File: src/rtl/uart_pkg.sv
// Shared UART framing definitions for the rx parser and tx builder.
// SOF marker, default payload limit and frame FSM encoding.
package uart_pkg;

  localparam logic [7:0] SOF_BYTE    = 8'hA5;
  localparam int         MAX_LEN_DEF = 16;

  typedef enum logic [2:0] {
    IDLE,
    GET_LEN,
    GET_PAY,
    GET_CHK,
    HOLD
  } frameState_t;

  function automatic logic lenOk(
    input logic [7:0] len,
    input int         maxLen
  );
    return (len != 8'd0) && (int'(len) <= maxLen);
  endfunction

endpackage

File: src/rtl/rx_frame_ram.sv
// 16x8 payload store: synchronous write, registered read.
// The array itself is never reset; only the read register is.
module rx_frame_ram (
  input  logic       clk,
  input  logic       rst,
  input  logic       we,
  input  logic [3:0] wAddr,
  input  logic [7:0] wData,
  input  logic [3:0] rAddr,
  output logic [7:0] rData
);

  logic [7:0] mem [16];

  always_ff @(posedge clk) begin
    if (we) mem[wAddr] <= wData;
  end

  always_ff @(posedge clk or negedge rst) begin
    if (!rst) rData <= 8'h00;
    else      rData <= mem[rAddr];
  end

endmodule

File: src/rtl/rx_frame_parser.sv
// UART frame parser: SOF, LEN, payload, XOR checksum.
// Holds one validated frame until acknowledged.
module rx_frame_parser
  import uart_pkg::*;
#(
  parameter int MAX_LEN        = MAX_LEN_DEF,
  parameter int TIMEOUT_CYCLES = 25000
) (
  input  logic       clk,
  input  logic       rst,
  input  logic [7:0] rx_data,
  input  logic       rx_valid,
  output logic       frame_ready,
  output logic [4:0] frame_len,
  input  logic       frame_ack,
  input  logic [3:0] rd_addr,
  output logic [7:0] rd_data,
  output logic       err_chk,
  output logic       err_len,
  output logic       err_timeout,
  output logic       err_overrun
);

  localparam int CW = $clog2(TIMEOUT_CYCLES + 1);

  frameState_t state, stateNxt;

  logic [4:0]    lenReg;
  logic [7:0]    chk;
  logic [3:0]    idx;
  logic [CW-1:0] toCnt;

  logic active, expire, lenGood, lastPay, wrEn;
  logic errChkD, errLenD, errToD, errOvrD;

  assign active  = (state == GET_LEN) ||
                   (state == GET_PAY) ||
                   (state == GET_CHK);
  // rx_valid beats an expiring counter in the same cycle
  assign expire  = active && !rx_valid &&
                   (toCnt == CW'(TIMEOUT_CYCLES - 1));
  assign lenGood = lenOk(rx_data, MAX_LEN);
  assign lastPay = (({1'b0, idx} + 5'd1) == lenReg);
  assign wrEn    = (state == GET_PAY) && rx_valid;

  always_ff @(posedge clk or negedge rst) begin
    if (!rst) state <= IDLE;
    else      state <= stateNxt;
  end

  always_comb begin
    stateNxt = state;
    if (expire) begin
      stateNxt = IDLE;
    end else begin
      unique case (state)
        IDLE:
          if (rx_valid && rx_data == SOF_BYTE)
            stateNxt = GET_LEN;
        GET_LEN:
          if (rx_valid)
            stateNxt = lenGood ? GET_PAY : IDLE;
        GET_PAY:
          if (rx_valid && lastPay)
            stateNxt = GET_CHK;
        GET_CHK:
          if (rx_valid)
            stateNxt = (rx_data == chk) ? HOLD : IDLE;
        HOLD:
          if (frame_ack)
            stateNxt = (rx_valid && rx_data == SOF_BYTE)
                     ? GET_LEN : IDLE;
        default:
          stateNxt = IDLE;
      endcase
    end
  end

  always_comb begin
    errChkD = (state == GET_CHK) && rx_valid && (rx_data != chk);
    errLenD = (state == GET_LEN) && rx_valid && !lenGood;
    errToD  = expire;
    errOvrD = (state == HOLD) && rx_valid && !frame_ack;
  end

  always_ff @(posedge clk or negedge rst) begin
    if (!rst) begin
      err_chk     <= 1'b0;
      err_len     <= 1'b0;
      err_timeout <= 1'b0;
      err_overrun <= 1'b0;
    end else begin
      err_chk     <= errChkD;
      err_len     <= errLenD;
      err_timeout <= errToD;
      err_overrun <= errOvrD;
    end
  end

  always_ff @(posedge clk or negedge rst) begin
    if (!rst) begin
      lenReg <= '0;
      chk    <= '0;
      idx    <= '0;
      toCnt  <= '0;
    end else begin
      if (state == GET_LEN && rx_valid && lenGood) begin
        lenReg <= rx_data[4:0];
        chk    <= rx_data;
        idx    <= '0;
      end else if (wrEn) begin
        chk <= chk ^ rx_data;
        idx <= idx + 4'd1;
      end
      if (!active || rx_valid || expire) toCnt <= '0;
      else                               toCnt <= toCnt + CW'(1);
    end
  end

  assign frame_ready = (state == HOLD);
  assign frame_len   = lenReg;

  rx_frame_ram uRam (
    .clk   (clk),
    .rst   (rst),
    .we    (wrEn),
    .wAddr (idx),
    .wData (rx_data),
    .rAddr (rd_addr),
    .rData (rd_data)
  );

endmodule

File: config.mk
export PLATFORM = sky130hd
export DESIGN_NAME = rx_frame_parser
export DESIGN_NICKNAME = d
export VERILOG_FILES = /design/src/rtl/uart_pkg.sv /design/src/rtl/rx_frame_ram.sv /design/src/rtl/rx_frame_parser.sv
export SDC_FILE = /design/constraint.sdc
export NUM_CORES = 1
export LEC_CHECK = 0
export BUFFER_PORTS_ARGS = -buffer_cell sky130_fd_sc_hd__clkbuf_2
export CAP_MARGIN = 20
export CORE_MARGIN = 2
export CORE_UTILIZATION = 60
export CTS_CLUSTER_DIAMETER = 200
export DETAILED_ROUTE_END_ITERATION = 10
export PLACE_DENSITY = 0.79
export SLEW_MARGIN = 20
export SYNTH_ARGS = -nofsm -noshare
export SYNTH_HDL_FRONTEND = slang
export SYNTH_HIERARCHICAL = 1
export SYNTH_SLANG_ARGS = --single-unit
File: constraint.sdc
create_clock -name clk -period 3.5 [get_ports clk]
set_input_delay 0.175 -clock clk [delete_from_list [all_inputs] [get_ports clk]]
set_output_delay 0.175 -clock clk [all_outputs]
set_load 0.1 [all_outputs]
# Word-level counts from Yosys, hierarchy flattened

Memory sizes are Yosys's and may differ from the RTL's. A register that Yosys moved wholly into a read port is not among the register bits.
Index checks and enable logic that the tools add are counted.

Logic and storage cells: 72
Bits in writable memories: 128
Flip-flop bits (word level): 39
Output and inout bits: 18
Memories kept: 1

Muxes and demuxes: 17
Equality and inequality tests: 14
Reduce and logical (&&, ||, !) cells: 26
Add/subtract/negate cells: 3
Bitwise operators: 1
$lt $le $gt $ge: 1

Memories:

| memory   | depth | width | read ports | clocked after Yosys merged registers in | wr ports | line               | source |
|---|---|---|---|---|---|---|---|
| uRam.mem | 16    | 8     | 1          | 1                                       | 1        | rx_frame_ram.sv:13 | `logic [7:0] mem [16];` |

Operators by type and width:

| cell                                                | number |
|---|---|
| two-way mux 3 bit                                   | 7 |
| two-way mux 8 bit                                   | 2 |
| adder 15 x 1 -> 15 bit, second input constant       | 1 |
| equality test 15 bit, second input constant         | 1 |
| two-way mux 15 bit                                  | 1 |
| case mux 3 bit (5 select lines)                     | 1 |
| logical AND 1 bit                                   | 13 |
| inequality test 3 bit, second input constant        | 3 |
| equality test 8 bit                                 | 1 |
| equality test 8 bit, second input constant          | 1 |
| <= comparator 8 x 5 -> 1 bit, second input constant | 1 |
| two-way mux 4 bit                                   | 2 |
| inequality test 8 bit                               | 1 |
| nonzero test 8 bit                                  | 1 |
| bitwise XOR 8 bit                                   | 1 |
| equality test 3 x 2 -> 1 bit, second input constant | 2 |
| adder 4 x 1 -> 5 bit, second input constant         | 1 |
| equality test 5 bit                                 | 1 |
| logical NOT 1 bit                                   | 5 |
| AND reduction 5 bit                                 | 1 |
| adder 4 x 1 -> 4 bit, second input constant         | 1 |
| logical OR 1 bit                                    | 4 |
| equality test 3 x 1 -> 1 bit, second input constant | 1 |
| equality test 3 bit, second input constant          | 1 |
| other kinds (6)                                     | 8 |

# Longest topological paths before layout

Word-level depth: 7
Gate-level depth with buffers: 7
Gate-level depth less buffers: 6

# Hierarchy

The synthesis kept the hierarchy.

By module, submodules not included:

| module          | area each (µm²) | cells an instance | sequential area each (µm²) | times used |
|---|---|---|---|---|
| rx_frame_ram    | 5187.5          | 229               | 4043.9                     | 1 |
| rx_frame_parser | 2189.6          | 221               | 975.9                      | 1 |

# Worst setup path after synthesis

Ideal clock, no wire load.

Path type: register -> register
Start point: reg state[1]
End point: mem uRam.mem[0][0], enable pin
Data arrival time: 2101 ps
Path buffers: 1
Path slack: 1016 ps
Setup time: 383 ps
Required time: 3117 ps
Cell stages (with the launch flop): 7
Cells stage by stage: dfrtp_1 -> buf_4 -> nor2b_1 -> nand3_1 -> inv_1 -> or3b_2 -> nor3_1

Word-level cells in the longest chain between the ends: 4

Ends and longest elaborated chain:

| what                                    | line                  | source |
|---|---|---|
| start: declaration                      | rx_frame_parser.sv:26 | `frameState_t state, stateNxt;` |
| start signal: assignment                | rx_frame_parser.sv:48 | `else state <= stateNxt;` |
| equality test 3 x 2 -> 1 bit            | rx_frame_parser.sv:44 | `assign wrEn = (state == GET_PAY) && rx_valid;` |
| logical AND 1 bit                       | rx_frame_parser.sv:44 |  |
| via wrEn                                | rx_frame_parser.sv:33 | `logic active, expire, lenGood, lastPay, wrEn;` |
| two-way mux 1 bit                       | rx_frame_ram.sv:16    | `if (we) mem[wAddr] <= wData;` |
| two-way mux 1 bit (not written as such) | rx_frame_ram.sv:16    |  |
| end: declaration                        | rx_frame_ram.sv:13    |  |

The timed path passes the listed nets, and every way through them passes these cells.

# Final worst setup path

Start point: reg state[2]
End point: mem uRam.mem[3][3], enable pin

The elaborated chain is that of the path after synthesis.

==> qor.csv <==
stage,metric,value,unit
flow_run,cap_violations,0,
routing,drc,0,
sta,maxSlewViolCount,0,
die,rows,40,
sta,max_freq,0.367,GHz
critical_path,ff2ff_setup_slack,780,ps
clocking,clk_latency,420,ps
global_routing,grt.total_usage,24.4,%
die,core,12000,um2
place,port_buffers,33,
die,dieArea,13200,um2
sta,rsz0062_at_grt,no,
sta,post-route-period-util,77.8,%
hold_path,hold_class,in -> reg,
die,die_w,115,um
critical_path,reg2reg_depth,5,
critical_path,endpoint_kind,register,
die,dieHeight,115,um
hold_path,holdPathStages,2,
layout,layout.nets,512,
global_routing,grt_pass1_wl,23.6,mm
place,dp_slack,807,ps
clocking,cts-root-buf,clkbuf_16,
global_routing,grt_max_degree,33,
clocking,h-tree-depth,4,
routing,drt-total-wl,14.9,mm
clocking,cts_setup_buffers,0,
yosys,synth-warning-count,6,
critical_path,worstPathMaxFanout,9,
global_routing,antenna_found_initial,0,
pwr,power_density,677,nW/um2
yosys,syn-cell-area,7380,um2
yosys,synthCells,450,
yosys,seq_area_frac_synth,68.0,%
die,ios,34,
yosys,syn_nets,468,
clocking,cts_resized,0,
critical_path,arrival,2770,ps
global_routing,grt_overflow,0,
yosys,yosysTopAreaCell,edfxtp_1,
sta,hold_viol,0,
yosys,ys_ff_latch,175,
global_routing,grt_pass1_vias,4202,
critical_path,crit_path_start_kind,register,
yosys,syn_avg_cell_area,16.4,um2
routing,postRouteAntennaNets,0,
clocking,cts_buffers,17,
sta,skew,11.2,ps
yosys,synth.lib_cells_used.distinct,57,
place,gp_congestion,0.856,
yosys,postSynth.asyncResetShare,26.9,%
clocking,clock_path_buffers,2,
sta,fin_crit,2720,ps
yosys,synth-edff-count,128,
die,initial_core_util,61.4,%
pwr,p_leak,3.04,nW
place,dpl.hpwl,9.18,mm
yosys,yosys-top-cells-area,"edfxtp_1 52%, dfrtp_1 16%, mux4_2 5.5%",
routing,drt-pass1-iter-count,5,
yosys,synthFlopType,edfxtp_1,
layout,synthToLayoutAreaGrowth,12.8,%
layout,drive_gt1_share,20.5,%
routing,via_per_inst,6.48,
sta,fin_tns_setup,0,ps
critical_path,crit_required,3550,ps
sta,setup_violations,0,
routing,vias,4235,
clocking,ctsHoldBuffers,1,
sta,worst_pin_slew,878,ps
critical_path,critPathKind,reg -> reg,
clocking,cts.sinks,175,
yosys,synth_top_area_share,52.1,%
clocking,clkTransAtPathRegs,60,ps
routing,first_iter_violations,427,
clocking,cts_tree,yes,
routing,wl_per_cell,22.8,um
status,status,finished clean,
sta,slew_headroom,41.3,%
sta,fin_ws,777,ps
layout,antenna_cells,0,
pwr,ir_drop,0.000475,V
==> sequential cells by signal (all words and copies together), names as in the netlist, 3 cells and up <==
register and count:
chk 8, uRam/rData 8, idx 4, uRam/mem 128
toCnt 15, frame_len 5, state 3
==> logic make-up after synthesis <==
kind of cell	Yosys count	synth area share (%)
AND/OR/NAND/NOR	125	9.14
XOR/XNOR	27	3.21
adder cells (fa/ha/maj)	2	0.339
buffers and inverters	29	2.36
AO/OA/AOI/OAI	55	5.66
multiplexers	37	11.2
flip-flops	175	68.0
==> metal layers <==
metal | track usage [%] | vias to the layer above | wire length, um
met5 | 0 | - | 0
met4 | 8.11 | 0 | 280
met3 | 5.90 | 25 | 885
met2 | 39.4 | 187 | 7570
met1 | 33.4 | 2175 | 6170
li1 | - | 1848 | -
==> final timing paths <==
path                       startpoint             end
hold / removal               rx_valid     err_timeout
max in group asynchronous         rst        toCnt[8]
setup reg to reg             state[2]  uRam/mem[3][3]
hold reg to reg              toCnt[0]        toCnt[0]
setup / recovery             state[2]  uRam/mem[3][3]
min in group asynchronous         rst   uRam/rData[5]
==> placed cells by master (no fill, tap or decap), types with 7 or more instances in the layout <==
| cell | n |
|---|---|
| mux4_2 | 18 |
| nor3_1 | 7 |
| and2_1 | 9 |
| nand3_1 | 16 |
| mux4_1 | 14 |
| clkbuf_16 | 22 |
| edfxtp_1 | 128 |
| buf_4 | 8 |
| dfrtp_1 | 47 |
| clkbuf_2 | 33 |
| xor2_1 | 8 |
| a21oi_1 | 8 |
| nand2_1 | 22 |
| inv_1 | 12 |
| nor2_1 | 36 |
| xnor2_1 | 19 |
| a22oi_1 | 17 |
==> through the flow <==
stage                     area (um2)  hold slack, ps  std cells  util, %  total power, mW
after global routing            8320            78.0        654     69.3             5.83
final                           8320            96.4        654     69.3             5.63
after global placement          7660             244        621     63.7             3.60
after detailed placement        7660             259        621     63.7             3.64
after CTS                       8320            56.1        654     69.3             5.65
after floorplan                 7380            -121        450        -             3.39
==> cells in the mapped netlist, types with 2 or more instances <==
master	count
clkdlybuf4s25_2	3
o21ai_0	5
dfrtp_1	47
and3_1	4
mux4_2	18
nand2_1	22
inv_1	12
xor2_1	8
clkbuf_1	3
a22o_1	3
a21boi_0	2
mux2_2	5
nand2b_1	3
nor3_1	7
nor2b_1	4
nor4_2	2
xnor2_1	19
o31ai_1	2
buf_6	4
buf_4	3
nand4_1	3
o21a_1	2
a221oi_1	3
nand3_1	16
nor2_1	36
a221oi_2	2
or4_1	2
buf_2	4
ha_1	2
a211oi_1	2
edfxtp_1	128
and2_1	9
a22oi_1	17
mux4_1	14
a21oi_1	8
nand3b_1	3
nand4b_1	3
==> where the power goes <==
part	total, mW	switching (mW)	internal, mW
Combinational	1.02	0.679	0.344
Sequential	2.61	0.190	2.42
Clock	2.00	0.746	1.26
==> layout make-up <==
| cell class | instances | area [um2] |
|---|---|---|
| inverters | 12 | 45.0 |
| repair buffers | 42 | 235 |
| well taps | 147 | 184 |
| clock buffers | 28 | 603 |
| clock inverters | 4 | 52.6 |
| multi-input cells | 246 | 2180 |
| fillers | 757 | 3690 |
| flip-flops and latches | 175 | 5020 |
==> worst max-delay path, cell delays in order (launching register included) <==
cell	delay, ps
dfrtp_1	490
nor2b_1	290
nand3_1	230
inv_1	240
or3b_2	520
nor2_1	590
(Power assumes the default switching activity.)
